File: config.mk
export PLATFORM = sky130hd
export DESIGN_NAME = dvp_capture
export DESIGN_NICKNAME = d
export VERILOG_FILES = /design/src/rtl/vp_pkg.sv /design/src/rtl/dvp_byte_packer.sv /design/src/rtl/dvp_capture.sv
export SDC_FILE = /design/constraint.sdc
export NUM_CORES = 1
export LEC_CHECK = 0
export BUFFER_PORTS_ARGS = -buffer_cell sky130_fd_sc_hd__buf_2
export CORE_UTILIZATION = 51
export CTS_CLUSTER_SIZE = 40
export DETAILED_ROUTE_END_ITERATION = 12
export PLACE_DENSITY = 0.8
export SYNTH_ARGS = -nofsm -noshare
export SYNTH_HDL_FRONTEND = slang
export SYNTH_SLANG_ARGS = --single-unit
File: constraint.sdc
create_clock -name clk -period 2 [get_ports clk]
set_input_delay 0.2 -clock clk [delete_from_list [all_inputs] [get_ports clk]]
set_output_delay 0.2 -clock clk [all_outputs]
set_load 0.005 [all_outputs]
File: src/rtl/vp_pkg.sv
// Shared types and widths for the video-process path.
package vp_pkg;

  localparam int unsigned BYTE_W      = 8;
  localparam int unsigned RGB565_W    = 16;
  localparam int unsigned FRAME_CNT_W = 8;
  localparam int unsigned SKIP_CNT_W  = 8;
  localparam int unsigned MEAS_W      = 12;

  typedef enum logic [1:0] {
    IDLE = 2'd0,
    SKIP = 2'd1,
    RUN  = 2'd2
  } cap_state_e;

  // Registered camera bus sample
  typedef struct packed {
    logic              vs;
    logic              href;
    logic [BYTE_W-1:0] data;
  } dvp_in_t;

  // Saturating increment for the line/pixel measurement counters
  function automatic logic [MEAS_W-1:0] sat_inc(input logic [MEAS_W-1:0] v);
    return (v == '1) ? v : v + MEAS_W'(1);
  endfunction

endpackage

File: src/rtl/dvp_byte_packer.sv
// Pairs consecutive DVP bytes into one RGB565 word; flags lines that end on an unpaired byte.
module dvp_byte_packer
  import vp_pkg::*;
#(
  parameter int unsigned SWAP_BYTES = 0
) (
  input  logic                clk,
  input  logic                rst_n,
  input  logic                clear,
  input  logic                href_r,
  input  logic [BYTE_W-1:0]   data_r,
  output logic                de,
  output logic [RGB565_W-1:0] data,
  output logic                odd_err
);

  logic              phase;
  logic              href_d;
  logic [BYTE_W-1:0] byte_a;

  always_ff @(posedge clk) begin
    if (!rst_n) begin
      phase   <= 1'b0;
      href_d  <= 1'b0;
      byte_a  <= '0;
      de      <= 1'b0;
      data    <= '0;
      odd_err <= 1'b0;
    end else if (clear) begin
      phase   <= 1'b0;
      href_d  <= 1'b0;
      de      <= 1'b0;
      odd_err <= 1'b0;
    end else begin
      href_d  <= href_r;
      de      <= 1'b0;
      odd_err <= 1'b0;
      if (href_r) begin
        if (!phase) begin
          byte_a <= data_r;
          phase  <= 1'b1;
        end else begin
          data  <= (SWAP_BYTES != 0) ? {data_r, byte_a} : {byte_a, data_r};
          de    <= 1'b1;
          phase <= 1'b0;
        end
      end else begin
        // Phase is forced to 0 between lines so every line starts on byte A
        phase <= 1'b0;
        if (href_d && phase) odd_err <= 1'b1;
      end
    end
  end

endmodule

File: src/rtl/dvp_capture.sv
// DVP camera capture: 8-bit byte bus to RGB565 pixels, with start-up frame skipping.
// Optional line/frame measurement outputs when DVP_CAPTURE_STATS_EN is defined.
module dvp_capture
  import vp_pkg::*;
#(
  parameter int unsigned SKIP_FRAMES = 10,
  parameter int unsigned VS_POL      = 1,
  parameter int unsigned SWAP_BYTES  = 0
) (
  input  logic                   clk,
  input  logic                   rst_n,
  input  logic                   EN,
  input  logic                   err_clr,
  input  logic                   cam_vs,
  input  logic                   cam_href,
  input  logic [BYTE_W-1:0]      cam_data,
  output logic                   vi_vs,
  output logic                   vi_de,
  output logic [RGB565_W-1:0]    vi_data,
  output logic [FRAME_CNT_W-1:0] frame_cnt,
  output logic                   err_odd
`ifdef DVP_CAPTURE_STATS_EN
  ,
  output logic [MEAS_W-1:0]      meas_x,
  output logic [MEAS_W-1:0]      meas_y
`endif
);

  dvp_in_t               in_r;
  logic                  vs_d;
  logic                  vs_rise;
  cap_state_e            state, state_nxt;
  logic [SKIP_CNT_W-1:0] skip_cnt, skip_nxt;
  logic                  frame_inc;
  logic                  run_nxt;
  logic                  pk_clear;
  logic                  pk_de;
  logic [RGB565_W-1:0]   pk_data;
  logic                  pk_odd_err;

  // Input stage, vsync normalised to active-high
  always_ff @(posedge clk) begin
    if (!rst_n) begin
      in_r <= '0;
      vs_d <= 1'b0;
    end else begin
      in_r.vs   <= (VS_POL != 0) ? cam_vs : ~cam_vs;
      in_r.href <= cam_href;
      in_r.data <= cam_data;
      vs_d      <= in_r.vs;
    end
  end

  assign vs_rise = in_r.vs & ~vs_d;

  always_ff @(posedge clk) begin
    if (!rst_n) begin
      state    <= IDLE;
      skip_cnt <= '0;
    end else begin
      state    <= state_nxt;
      skip_cnt <= skip_nxt;
    end
  end

  always_comb begin
    state_nxt = state;
    skip_nxt  = skip_cnt;
    frame_inc = 1'b0;
    if (!EN) begin
      state_nxt = IDLE;
      skip_nxt  = '0;
    end else begin
      case (state)
        IDLE: begin
          state_nxt = SKIP;
          skip_nxt  = '0;
        end
        SKIP: begin
          if (vs_rise) begin
            if (skip_cnt == SKIP_CNT_W'(SKIP_FRAMES)) begin
              state_nxt = RUN;
              frame_inc = 1'b1;
            end else begin
              skip_nxt = skip_cnt + SKIP_CNT_W'(1);
            end
          end
        end
        RUN: begin
          if (vs_rise) frame_inc = 1'b1;
        end
        default: state_nxt = IDLE;
      endcase
    end
  end

  assign run_nxt  = (state_nxt == RUN);
  assign pk_clear = (state != RUN) | ~EN;

  dvp_byte_packer #(
    .SWAP_BYTES(SWAP_BYTES)
  ) u_packer (
    .clk    (clk),
    .rst_n  (rst_n),
    .clear  (pk_clear),
    .href_r (in_r.href),
    .data_r (in_r.data),
    .de     (pk_de),
    .data   (pk_data),
    .odd_err(pk_odd_err)
  );

  // Output stage; gating on the next state drops everything the cycle after EN falls
  always_ff @(posedge clk) begin
    if (!rst_n) begin
      vi_vs     <= 1'b0;
      vi_de     <= 1'b0;
      vi_data   <= '0;
      frame_cnt <= '0;
      err_odd   <= 1'b0;
    end else begin
      vi_vs     <= in_r.vs & run_nxt;
      vi_de     <= pk_de & run_nxt;
      if (pk_de && run_nxt) vi_data <= pk_data;
      frame_cnt <= frame_cnt + FRAME_CNT_W'(frame_inc);
      if (pk_odd_err)   err_odd <= 1'b1;
      else if (err_clr) err_odd <= 1'b0;
    end
  end

`ifdef DVP_CAPTURE_STATS_EN
  logic              href_rd;
  logic              href_rise;
  logic              href_fall;
  logic [MEAS_W-1:0] x_cnt;
  logic [MEAS_W-1:0] x_last;
  logic [MEAS_W-1:0] y_cnt;

  assign href_rise = in_r.href & ~href_rd;
  assign href_fall = ~in_r.href & href_rd;

  // The last pixel of a line leaves the packer in the same cycle the line end is seen
  always_ff @(posedge clk) begin
    if (!rst_n) begin
      href_rd <= 1'b0;
      x_cnt   <= '0;
      x_last  <= '0;
      y_cnt   <= '0;
      meas_x  <= '0;
      meas_y  <= '0;
    end else begin
      href_rd <= in_r.href;
      if (state != RUN) begin
        x_cnt <= '0;
        y_cnt <= '0;
      end else begin
        if (href_fall) begin
          x_last <= pk_de ? sat_inc(x_cnt) : x_cnt;
          x_cnt  <= '0;
        end else if (pk_de) begin
          x_cnt <= sat_inc(x_cnt);
        end
        if (vs_rise) begin
          meas_x <= x_last;
          meas_y <= y_cnt;
          y_cnt  <= '0;
        end else if (href_rise) begin
          y_cnt <= sat_inc(y_cnt);
        end
      end
    end
  end
`endif

endmodule
==> out/metrics.csv <==
stage;metric;value;unit
logic_synthesis;post-synthesis sequential area ratio;49.49;%
timing;Slew @ Worst Pin;0.4984;ns
timing;skew final;0.01290;ns
worst_setup_path;max incr delay on CP;0.33;ns
final_layout;layout cells sized above 1;24.42;%
clock_tree;TritonCTS buffer count;9;
grt;first-pass GRT wire length;9466;um
route;drt pass-1 iters;4;
final_layout;area of the multi-input gates;1539;sq um
worst_setup_path;critical path required time;2.23;ns
clock_tree;Root Buffer;clkbuf_8;
grt;all-layer global routing usage;19.47;%
worst_setup_path;crit-path max FO;3;
clock_tree;Longest Clk Path Bufs;2;
final_layout;Layout area overhead;22.30;%
worst_setup_path;CP bufs+invs;1;
timing;Max Slew Vio Count;0;
timing;FMAX;0.5014;GHz
pwr;Static Leak;1.485;nW
final_layout;Antenna diodes;0;
clock_tree;clock latency on the worst-skew pair;0.34;ns
logic_synthesis;syn_nets;352;
route;DRC viols;0;
worst_setup_path;Worst EP arrival;2.22;ns
timing;Slew headroom;65.91;%
grt;pin count of the biggest net entering global routing;62;
route;antenna-violating nets left;0;
floorplanning;DIE WIDTH;79.64;um
grt;vias in the first global route;2224;
logic_synthesis;number of synthesized flops with an enable pin;0;
floorplanning;total die area;6343;sq um
logic_synthesis;synthesized flop and latch total;76;
floorplanning;Starting Density;54.49;%
clock_tree;CTS clk-pin slew, worst paths;0.08;ns
placed_design;Detailed Place HPWL;3965;um
floorplanning;Ports;41;
logic_synthesis;FFs w/ async S/R, synth;0;%
pwr;peak supply drop;463.5;uV
logic_synthesis;Cells after Synth;330;
timing;final worst path period need;1.994;ns
worst_setup_path;slowest CP cell;dfxtp_2;
clock_tree;htree depth;3;
logic_synthesis;Synth cell types;36;
pwr;Pwr Density;807.2;nW/um^2
worst_setup_path;CP endpoint kind;register;
route;Routed WL;5763;um
floorplanning;Die H;79.64;um
timing;final-report setup violation count;0;
route;Via density;5.197;
worst_setup_path;crit-path cells;inv_2 > ha_4 > nor4b_4 > and2_4 > a21oi_2 > nor2_1 > ha_2 > and3_4 > nand3_4 > xnor2_2 > and2_1;
timing;crit share post-route;99.72;%
route;Detailed Route Iter0 Violations;144;
final_layout;register area;1526;sq um
placed_design;Routability Congestion;0.8318;
placed_design;I/O Buffers;40;
final_layout;final net count;402;
clock_tree;CTS tree;done;
floorplanning;Core Region;5642;sq um
route;Routed WL per cell;12.61;um
worst_setup_path;CP delay by family, top;simple AND/OR/NAND/NOR gates;
run;max cap viols;0;
final_layout;fillers;449;
pwr;power consumption;3.035;mW
logic_synthesis;Netlist Area Pre-Place;3074;sq um
route;via count;2375;
worst_setup_path;Startpoint Class;register;
logic_synthesis;Top FF cell, synth;dfxtp_1;
worst_setup_path;Crit Path Class;reg -> reg;
timing;RSZ-0062 raised after global routing;yes;
timing;Hold Vio Cnt, Final;0;
clock_tree;clk sink count;76;
floorplanning;row count;27;
grt;antenna violations before repair;0;
hold_path;Worst Hold Class;in -> reg;
grt;Overflow after GRT;0;
logic_synthesis;mean area per synthesized cell;9.316;sq um
logic_synthesis;total number of yosys warnings;0;
timing;worst hold margin;0.05994;ns
run_status;status;finished, final reports clean;
clock_tree;# hold bufs at CTS;0;
## kinds of logic after synthesis
family,synth area share (%)
compound gates,10.50
mux,5.942
simple gates,24.79
buf+inv,3.174
fa+ha+maj,3.256
flops,49.49
xor+xnor,2.849
## path summary, 6_finish.rpt
path | start | to | slack (ns) | cells past startpoint
setup / recovery | skip_cnt[0] | frame_cnt[5] | 0.006 | 11
hold / removal | cam_data[5] | in_r[5] | 0.06 | 2
setup reg to reg | skip_cnt[0] | frame_cnt[5] | 0.006 | 11
hold reg to reg | u_packer.byte_a[4] | u_packer.data[12] | 0.45 | 2
## layout by cell type, fill, tap and decap left out, types with 2 or more instances in the layout
cell,instances
nand2_1,86
dfxtp_1,72
buf_2,40
and2_1,23
a21boi_1,21
mux2i_1,16
buf_4,14
nor2_1,12
clkbuf_8,10
nand3_1,8
inv_1,7
xnor2_1,7
a21oi_1,5
and3_1,4
nand2b_1,4
a211oi_1,4
dfxtp_2,4
nor2b_1,3
a21boi_0,3
ha_1,3
ha_2,3
bufinv_16,3
nand4b_1,2
nor4b_4,2
mux2_1,2
o21a_1,2
xor2_1,2
ha_4,2
## flip-flops by register name, indices dropped and copies added, names as in the netlist
signal and cells:
u_packer.phase 1, u_packer.href_d 1, in_r 10, u_packer.data 16, vi_data 16, u_packer.odd_err 1
skip_cnt 8, u_packer.byte_a 8, vi_de 1, state 2, u_packer.de 1, frame_cnt 8
vi_vs 1, vs_d 1, err_odd 1
## per-stage QoR
step	setup TNS (ns)	cells	setup WS, ns	util [%]	area, sq um
global route	-0.2272	457	-0.09840	66.64	3760
floorplan	0	330	0.01269	-	3074
detailed placement	-0.009623	438	-0.009623	60.26	3400
CTS	-0.004114	454	-0.004114	64.74	3652
global placement	0	438	0.06604	60.26	3400
finish	0	457	0.005569	66.64	3760
## timing repair
action                     in CTS  in global routing
gates resized for setup         2                 18
pin swaps                       0                  7
setup endpoints to repair       4                 23
gates cloned                    0                  0
setup buffers                   0                  3
## cell usage after synthesis (2+ instances only)
master	instances	area share, %
inv_1	8	0.98
nand4b_1	2	0.57
nor2_1	12	1.5
nand3_1	9	1.5
o21a_1	2	0.49
ha_1	8	3.3
xnor2_1	8	2.3
xor2_1	2	0.57
nand2b_1	4	0.81
mux2_1	2	0.73
a211oi_1	4	0.98
dfxtp_1	76	49
nand2_1	86	11
a21oi_1	6	0.98
clkbuf_1	15	1.8
a21boi_1	21	5.1
nor2b_1	3	0.61
and3_1	5	1.0
mux2i_1	16	5.2
and2_1	23	4.7
a21boi_0	3	0.73
## per-layer routing
| metal | routed length [um] | share of wire, % | track usage [%] | vias to the layer above |
|---|---|---|---|---|
| met5 | 0 | 0 | 0 | - |
| met4 | 117 | 2.0 | 11.09 | 0 |
| met3 | 279 | 4.8 | 4.343 | 10 |
| met2 | 2590 | 45 | 31.03 | 67 |
| met1 | 2775 | 48 | 24.12 | 1112 |
| li1 | - | - | - | 1186 |
## where the power goes
part / internal [mW] / switching (mW) / total, mW / leakage, nW
Sequential: 1.53 / 0.0107 / 1.54 / 0.617
Combinational: 0.0398 / 0.0494 / 0.0891 / 0.745
Clock: 0.863 / 0.547 / 1.41 / 0.122
## layout make-up
class | instances | area share (%)
Timing Repair Buffer | 55 | 8.652
Sequential cell | 76 | 40.60
Inverter | 8 | 0.7987
Clock buffer | 10 | 3.661
Clock inverter | 6 | 2.962
Tap cell | 72 | 2.396
Multi-Input combinational cell | 230 | 40.93
Power figures use the tool's default switching activity.
